--- src/rtl/pe_array_ctrl.sv ---
// Sequencer for a column of convolution PEs: clears weights, loads a KxK kernel, streams the ifmap, waits for every psum.
// Optional macro PE_ARRAY_CTRL_PERF_EN adds perf_cycles_o, a saturating count of busy cycles from CLR through DRAIN.
module pe_array_ctrl #(
   parameter int G_BUF_ADDR_WIDTH = 10,
   parameter int G_TOP_BITS       = 2,
   parameter int G_BOT_BITS       = 14,
   parameter int G_KERNEL_SIZE    = 5,
   parameter int G_IMAGE_HEIGHT   = 28,
   parameter int G_IMAGE_WIDTH    = 28,
   parameter int G_NUM_PE         = 5
) (
   input  logic                               clk_i,
   input  logic                               rst_ni,
   input  logic                               start_i,
   input  logic                               abort_i,
   input  logic [G_BUF_ADDR_WIDTH-1:0]        wt_base_i,
   input  logic [G_BUF_ADDR_WIDTH-1:0]        if_base_i,
   output logic                               busy_o,
   output logic                               done_o,
   output logic                               buf_rd_en_o,
   output logic [G_BUF_ADDR_WIDTH-1:0]        buf_rd_addr_o,
   input  logic [G_TOP_BITS+G_BOT_BITS-1:0]   buf_rd_data_i,
   output logic                               weight_clr_o,
   output logic [G_NUM_PE-1:0]                weight_vld_o,
   output logic [G_TOP_BITS+G_BOT_BITS-1:0]   weight_o,
   output logic                               ifmap_vld_o,
   output logic                               ifmap_row_o,
   output logic [G_TOP_BITS+G_BOT_BITS-1:0]   ifmap_o,
   output logic [2:0]                         state_o,
   input  logic                               psum_vld_i
`ifdef PE_ARRAY_CTRL_PERF_EN
   ,
   output logic [31:0]                        perf_cycles_o
`endif
);

   localparam int NW     = G_KERNEL_SIZE * G_KERNEL_SIZE;
   localparam int NI     = G_IMAGE_HEIGHT * G_IMAGE_WIDTH;
   localparam int NOUT   = (G_IMAGE_HEIGHT - G_KERNEL_SIZE + 1) * (G_IMAGE_WIDTH - G_KERNEL_SIZE + 1);
   localparam int MAX_R  = (G_IMAGE_HEIGHT > G_KERNEL_SIZE) ? G_IMAGE_HEIGHT : G_KERNEL_SIZE;
   localparam int MAX_C  = (G_IMAGE_WIDTH > G_KERNEL_SIZE) ? G_IMAGE_WIDTH : G_KERNEL_SIZE;
   localparam int IDX_W  = $clog2(NI + 1);
   localparam int ROW_W  = $clog2(MAX_R + 1);
   localparam int COL_W  = $clog2(MAX_C + 1);
   localparam int CNT_W  = $clog2(NOUT + 1);

   typedef enum logic [2:0] {
      S_IDLE  = 3'd0,
      S_CLR   = 3'd1,
      S_WLOAD = 3'd2,
      S_IFEED = 3'd3,
      S_DRAIN = 3'd4,
      S_DONE  = 3'd5
   } state_t;

   state_t                      state_q, state_d;
   logic [G_BUF_ADDR_WIDTH-1:0] wt_base_q, if_base_q;
   logic [IDX_W-1:0]            idx_q;
   logic [ROW_W-1:0]            row_q, dly_row_q;
   logic [COL_W-1:0]            col_q;
   logic [CNT_W-1:0]            psum_cnt_q;
   logic                        dly_wt_q, dly_if_q;
   logic                        rd_en, last_rd, row_end, counting, psum_full;
   logic [G_BUF_ADDR_WIDTH-1:0] rd_addr;

   assign counting  = (state_q == S_WLOAD) || (state_q == S_IFEED) || (state_q == S_DRAIN);
   assign psum_full = (psum_cnt_q == CNT_W'(NOUT));

   always_comb begin
      state_d = state_q;
      rd_en   = 1'b0;
      rd_addr = '0;
      last_rd = 1'b0;
      row_end = 1'b0;
      case (state_q)
         S_IDLE:  if (start_i) state_d = S_CLR;
         S_CLR:   state_d = S_WLOAD;
         S_WLOAD: begin
            rd_en   = 1'b1;
            rd_addr = wt_base_q + G_BUF_ADDR_WIDTH'(idx_q);
            row_end = (col_q == COL_W'(G_KERNEL_SIZE - 1));
            last_rd = (idx_q == IDX_W'(NW - 1));
            if (last_rd) state_d = S_IFEED;
         end
         S_IFEED: begin
            rd_en   = 1'b1;
            rd_addr = if_base_q + G_BUF_ADDR_WIDTH'(idx_q);
            row_end = (col_q == COL_W'(G_IMAGE_WIDTH - 1));
            last_rd = (idx_q == IDX_W'(NI - 1));
            if (last_rd) state_d = S_DRAIN;
         end
         S_DRAIN: begin
            // A pulse landing in this cycle may complete the count.
            if (psum_full || (psum_vld_i && psum_cnt_q == CNT_W'(NOUT - 1))) state_d = S_DONE;
         end
         S_DONE:  state_d = S_IDLE;
         default: state_d = S_IDLE;
      endcase
      if (abort_i && state_q != S_IDLE) begin
         state_d = S_IDLE;
         rd_en   = 1'b0;
      end
   end

   always_ff @(posedge clk_i or negedge rst_ni) begin
      if (!rst_ni) begin
         state_q    <= S_IDLE;
         wt_base_q  <= '0;
         if_base_q  <= '0;
         idx_q      <= '0;
         row_q      <= '0;
         col_q      <= '0;
         psum_cnt_q <= '0;
         dly_wt_q   <= 1'b0;
         dly_if_q   <= 1'b0;
         dly_row_q  <= '0;
      end else begin
         state_q <= state_d;
         if (state_q == S_IDLE && start_i) begin
            wt_base_q <= wt_base_i;
            if_base_q <= if_base_i;
         end
         // row_q is the kernel row during WLOAD and the image row during IFEED.
         if (state_q == S_CLR || last_rd) begin
            idx_q <= '0;
            row_q <= '0;
            col_q <= '0;
         end else if (rd_en) begin
            idx_q <= idx_q + 1'b1;
            if (row_end) begin
               col_q <= '0;
               row_q <= row_q + 1'b1;
            end else begin
               col_q <= col_q + 1'b1;
            end
         end
         if (state_q == S_CLR) psum_cnt_q <= '0;
         else if (counting && psum_vld_i && !psum_full) psum_cnt_q <= psum_cnt_q + 1'b1;
         dly_wt_q  <= rd_en && (state_q == S_WLOAD);
         dly_if_q  <= rd_en && (state_q == S_IFEED);
         dly_row_q <= row_q;
      end
   end

`ifdef PE_ARRAY_CTRL_PERF_EN
   logic [31:0] perf_q;
   always_ff @(posedge clk_i or negedge rst_ni) begin
      if (!rst_ni) perf_q <= '0;
      else if (state_q == S_IDLE && start_i) perf_q <= '0;
      else if ((state_q == S_CLR || counting) && perf_q != '1) perf_q <= perf_q + 32'd1;
   end
   assign perf_cycles_o = perf_q;
`endif

   assign busy_o        = (state_q != S_IDLE);
   assign done_o        = (state_q == S_DONE);
   assign weight_clr_o  = (state_q == S_CLR);
   assign buf_rd_en_o   = rd_en;
   assign buf_rd_addr_o = rd_addr;
   assign weight_vld_o  = dly_wt_q ? (G_NUM_PE'(1) << dly_row_q) : '0;
   assign weight_o      = dly_wt_q ? buf_rd_data_i : '0;
   assign ifmap_vld_o   = dly_if_q;
   assign ifmap_row_o   = dly_if_q & ~dly_row_q[0];
   assign ifmap_o       = dly_if_q ? buf_rd_data_i : '0;
   assign state_o       = state_q;

endmodule

--- config.mk ---
export PLATFORM = sky130hd
export DESIGN_NAME = pe_array_ctrl
export DESIGN_NICKNAME = d
export VERILOG_FILES = /design/src/rtl/pe_array_ctrl.sv
export SDC_FILE = /design/constraint.sdc
export NUM_CORES = 1
export LEC_CHECK = 0
export ABC_AREA = 1
export CORE_MARGIN = 1
export CORE_UTILIZATION = 40
export DETAILED_ROUTE_END_ITERATION = 10
export PLACE_DENSITY = 0.77
export SETUP_SLACK_MARGIN = 0.1
export SYNTH_ARGS = -nofsm -noshare
export SYNTH_HDL_FRONTEND = slang
export SYNTH_SLANG_ARGS = --single-unit
--- constraint.sdc ---
create_clock -name clk_i -period 7.9 [get_ports clk_i]
set_input_delay 1.58 -clock clk_i [delete_from_list [all_inputs] [get_ports clk_i]]
set_output_delay 1.58 -clock clk_i [all_outputs]
set_load 0.005 [all_outputs]
Yosys cells after proc, flatten, opt, wreduce, memory -nomap -nowiden --
Index checks and enable logic that the tools add are counted.
Cells by class: $add $sub $neg 6, equality and inequality tests 15, shift-type cells 1, muxes and demuxes 24, bitwise logic cells 2, reduce and logical (&&, ||, !) cells 20
Operator list (count):
- 10-bit two-way mux | 4
- 5-bit two-way mux | 7
- 16-bit two-way mux | 2
- 10-bit equality test, second input constant | 3
- 10-bit by 1-bit adder with 10-bit output, second input constant | 2
- 10-bit adder | 2
- 10-bit case mux with 2 select lines | 1
- 3-bit two-way mux | 5
- 3-bit case mux with 5 select lines | 1
- 5-bit by 1-bit adder with 5-bit output, second input constant | 2
- 10-bit by 5-bit equality test with 1-bit output, second input constant | 1
- 3-bit by 1-bit inequality test with 1-bit output, second input constant | 3
- 1-bit logical AND | 7
- 3-bit by 2-bit equality test with 1-bit output, second input constant | 2
- 3-bit equality test, second input constant | 2
- 2-bit nonzero test | 3
- 5-bit by 3-bit equality test with 1-bit output, second input constant | 1
- 5-bit equality test, second input constant | 1
- 1-bit by 5-bit << shifter with 5-bit output, first input constant | 1
- 1-bit logical OR | 4
- 1-bit case mux with 2 select lines | 2
- 4-bit AND reduction | 1
- 3-bit by 1-bit equality test with 1-bit output, second input constant | 1
- 3-bit zero test | 1
- other kinds (8) | 9
Storage, ports and cells: flip-flop bits (word level) 60, input port bits 41, output and inout bits 56

Logic depth before layout (Yosys ltp) --
depth after elaboration 7, depth in mapped cells 15, mapped depth without buffers 14

Worst setup path after synthesis --
No wires, ideal clock.
path type reg2out, start point register state_q[0], in the netlist state_o[0], end point output port buf_rd_addr_o[8], arrival 2186 ps, slack 4134 ps, stages on the path, launching flop included 14, path buffers 2, cell sequence dfrtp_1 -> buf_2 -> nand3_1 -> clkbuf_1 -> o21ai_0 -> ha_1 -> fa_1 -> nand3_1 -> nand2_1 -> nand2_1 -> inv_1 -> nand3_1 -> a21oi_1 -> nor2_1
On the way: cells in the longest elaborated chain, start to end 2, elaborated cells between the ends (all ways) 3, those cells by class eq/ne: 2; mux: 1
Ends and longest elaborated chain:
- start: declaration | RTL line 56 | state_t state_q, state_d;
- start signal: assignment | RTL line 118 | state_q <= state_d;
- 3-bit by 2-bit equality test with 1-bit output | RTL line 75 | case (state_q)
- 10-bit case mux with 2 select lines * | RTL line 75
- end: declaration | RTL line 21 | output logic [G_BUF_ADDR_WIDTH-1:0] buf_rd_addr_o,
Every way passes the cells marked *; elsewhere a longest branch is shown, timed or not.

Worst setup path in the final report --
start point register state_q[2], in the netlist state_o[2], end point output port buf_rd_addr_o[6]
The elaborated chain is that of the path after synthesis.

==> results.toml <==
[run_status]
outcome = "finished, final reports clean"

[global_routing]
gr-total-overflow = 0
grt_pass1_vias = 3669
grt_pass1_wl_um = 16390
antenna_found_initial = 0
grt_max_degree = 61
grt.total_usage_pct = 20.38

[routing]
avgRoutedWirePerCell_um = 12.56
drtIter0Drc = 214
vias = 3767
firstDrtPassIters = 4
route.detailed.drc = 0
routed_wl_um = 9644
ant_nets = 0
routed_via_density = 4.905

[yosys]
synth_seq_area_share_pct = 38.39
async_flop_share_pct = 100.0
syn-num-nets = 599
synth_most_common_cell = "nand2_1"
netlist_area_um2 = 3911
synthCells = 542
avgSynthCellArea_um2 = 7.216
synth_top_area_cell = "dfrtp_1"
ys.flop_type = "dfrtp_1"
ys_types = 32
netlist_top_cells_count = "nand2_1, inv_1, dfrtp_1"
ys_ff_latch = 60
synth.area.top_cells = "dfrtp_1, nand2_1, inv_1"
yosys_warnings = 0
synth_edf_count = 0
synth_top_cell_area_share_pct = 38.39

[clock_tree]
cts_setup_buffers = 0
htree_num_levels = 3
cts.sinks = 60
clkTransAtPathRegs_ps = 60
clock-root-buffer = "clkbuf_8"
cts_hold_buf = 0
cts_buffer_depth = 2
cts_tree = "built"
cts_buffers = 9
ctsResizeCount = 0
clk_latency_ps = 350

[sta]
post-route-period-util_pct = 65.94
drv_slew = 0
finalCriticalPeriod_ps = 5209
rsz0062_at_grt = "no"
setup_viol = 0
relSlewSlack_pct = 29.93
fin_setup_tns_ps = 0
finalHoldViolations = 0
skew_ps = 10.85
fmax_ghz = 0.1920
max_slew.worst_pin.slew_ps = 1050

[finish]
design_area_um2 = 5179
layout.cells.non_filler = 768
fin_nets = 692
drive_gt1_share_pct = 5.790
antenna_cells = 0
area_growth_syn_to_layout_pct = 32.41

[pwr]
p_int_uw = 777.4
p_comb_share_pct = 39.8
ir_drop_uv = 151.5
power.density_nw_per_um2 = 238.0
sw_frac_of_total_pct = 36.94
pwr-share-seq_pct = 35.0
p_switching_uw = 455.4
pwr-share-clk_pct = 25.2
p_leak_uw = 0.002612

[die]
ios = 97
dieArea_um2 = 10180
fp.coreArea_um2 = 9371
die_y_um = 100.9
placementRows = 35
start_util_pct = 41.74
die_w_um = 100.9

[critical_path]
cp-end-kind = "output pin"
ff2ff_setup_slack_ps = 5610
ff2ff_path_depth = 6
cp.required_ps = 6320
reg2reg_from = "state_o[2]$_DFFE_PN0P_"
crit_start = "state_o[2]$_DFFE_PN0P_"
crit_path_top_delay_cell = "nand3_1"
path_max_fanout = 23
crit_type = "flip-flop to output pin"
path_cells = "inv_2, nand3_1, nand2_1, o21ai_0, ha_1, fa_1, nand3_1, nand2_1, nand2_1, o21bai_1, xnor2_1, nor2_1, clkdlybuf4s50_1"
r2r-end = "idx_q[6]$_DFFE_PN0P_"
critPathLaunchType = "flip-flop"
critPathMaxStageDelay_ps = 550
cp.arrival_ps = 3630
cp-endpoint = "buf_rd_addr_o[6]"
cpMostUsedCell = "nand2_1"

[place]
place_congestion = 0.8948
io_buffers = 96
post-place-cells = 753
dp_hpwl_um = 7391
placed_area_um2 = 4955

[worst_hold_path]
hold_path.class = "flip-flop to flip-flop"
holdPathStages = 0

[flow_run]
cap_violations = 0
stage by stage:
| step | util (%) | total power [uW] | hold slack [ps] | setup WS, ps |
|---|---|---|---|---|
| 6_report | 55.26 | 1233 | 430.6 | 2691 |
| 5_1_grt | 55.26 | 1331 | 445.0 | 2392 |
| 4_1_cts | 55.26 | 1243 | 438.5 | 2692 |
| 3_5_place_dp | 52.87 | 926.7 | 424.9 | 3062 |
| 3_3_place_gp | 52.87 | 910.9 | 411.6 | 3119 |
| 2_1_floorplan | - | 748.2 | 393.3 | 4134 |
kinds of logic after synthesis:
| family | Yosys count | synth area share [%] |
|---|---|---|
| AND/OR/NAND/NOR | 274 | 30.49 |
| buffers and inverters | 107 | 11.00 |
| flip-flops | 60 | 38.39 |
| AO/OA/AOI/OAI | 59 | 8.350 |
| XOR/XNOR | 16 | 3.583 |
| adder cells (fa/ha/maj) | 16 | 5.310 |
| multiplexers | 10 | 2.879 |
worst max-delay path, delay by kind of cell, from the launching register on:
family,cells,cell delay (ps)
AND/OR/NAND/NOR,6,1140
adder cells (fa/ha/maj),2,710
buffers and inverters,2,650
AO/OA/AOI/OAI,2,200
XOR/XNOR,1,140
flip-flops,1,450
area by class of cell:
class | count | area [um^2]
fill | 886 | 4193
multi-input combinational | 375 | 1982
sequential | 60 | 1501
timing repair buffer | 97 | 963.4
inverter | 92 | 346.6
tap | 129 | 161.4
clock buffer | 11 | 151.4
clock inverter | 4 | 72.57
placed cells by master (no fill, tap or decap), drive strengths merged, types with 11 or more instances in the layout:
cell type and instances:
clkdlybuf4s50 95, nand3 41, ha 15, nand2 136
o21ai 34, a21oi 14, dfrtp 60, nor3 16
inv 91, clkbuf 11, nor2 59, nand4 18
layer usage:
layer / track usage [%] / share of wire (%)
met1: 24.73 / 44
met2: 35.41 / 50
met3: 4.785 / 4.9
met4: 7.023 / 1.1
met5: 0 / 0
how the worst min path moves through the flow:
| stage | from | to | slack, ps |
|---|---|---|---|
| 2_1_floorplan | row_q[4]$_DFFE_PN0P_ | dly_row_q[4]$_DFF_PN0_ | 390 |
| 3_3_place_gp | row_q[4]$_DFFE_PN0P_ | dly_row_q[4]$_DFF_PN0_ | 410 |
| 3_5_place_dp | row_q[4]$_DFFE_PN0P_ | dly_row_q[4]$_DFF_PN0_ | 420 |
| 4_1_cts | row_q[4]$_DFFE_PN0P_ | dly_row_q[4]$_DFF_PN0_ | 440 |
| 5_1_grt | row_q[4]$_DFFE_PN0P_ | dly_row_q[4]$_DFF_PN0_ | 450 |
| 6_report | row_q[4]$_DFFE_PN0P_ | dly_row_q[4]$_DFF_PN0_ | 430 |
registers in the layout, indices dropped and copies added (netlist names):
signal       cells
dly_wt_q         1
dly_row_q        5
if_base_q       10
row_q            5
idx_q           10
ifmap_vld_o      1
wt_base_q       10
state_o          3
col_q            5
psum_cnt_q      10
power by group through the flow:
| stage | Sequential, uW | Combinational (uW) | Clock, uW |
|---|---|---|---|
| after floorplan | 413 | 336 | 0 |
| after global placement | 432 | 478 | 0 |
| after detailed placement | 437 | 490 | 0 |
| after CTS | 431 | 494 | 318 |
| after global routing | 441 | 559 | 332 |
| final | 431 | 491 | 311 |
No activity file was read; power rests on OpenSTA's default activity.
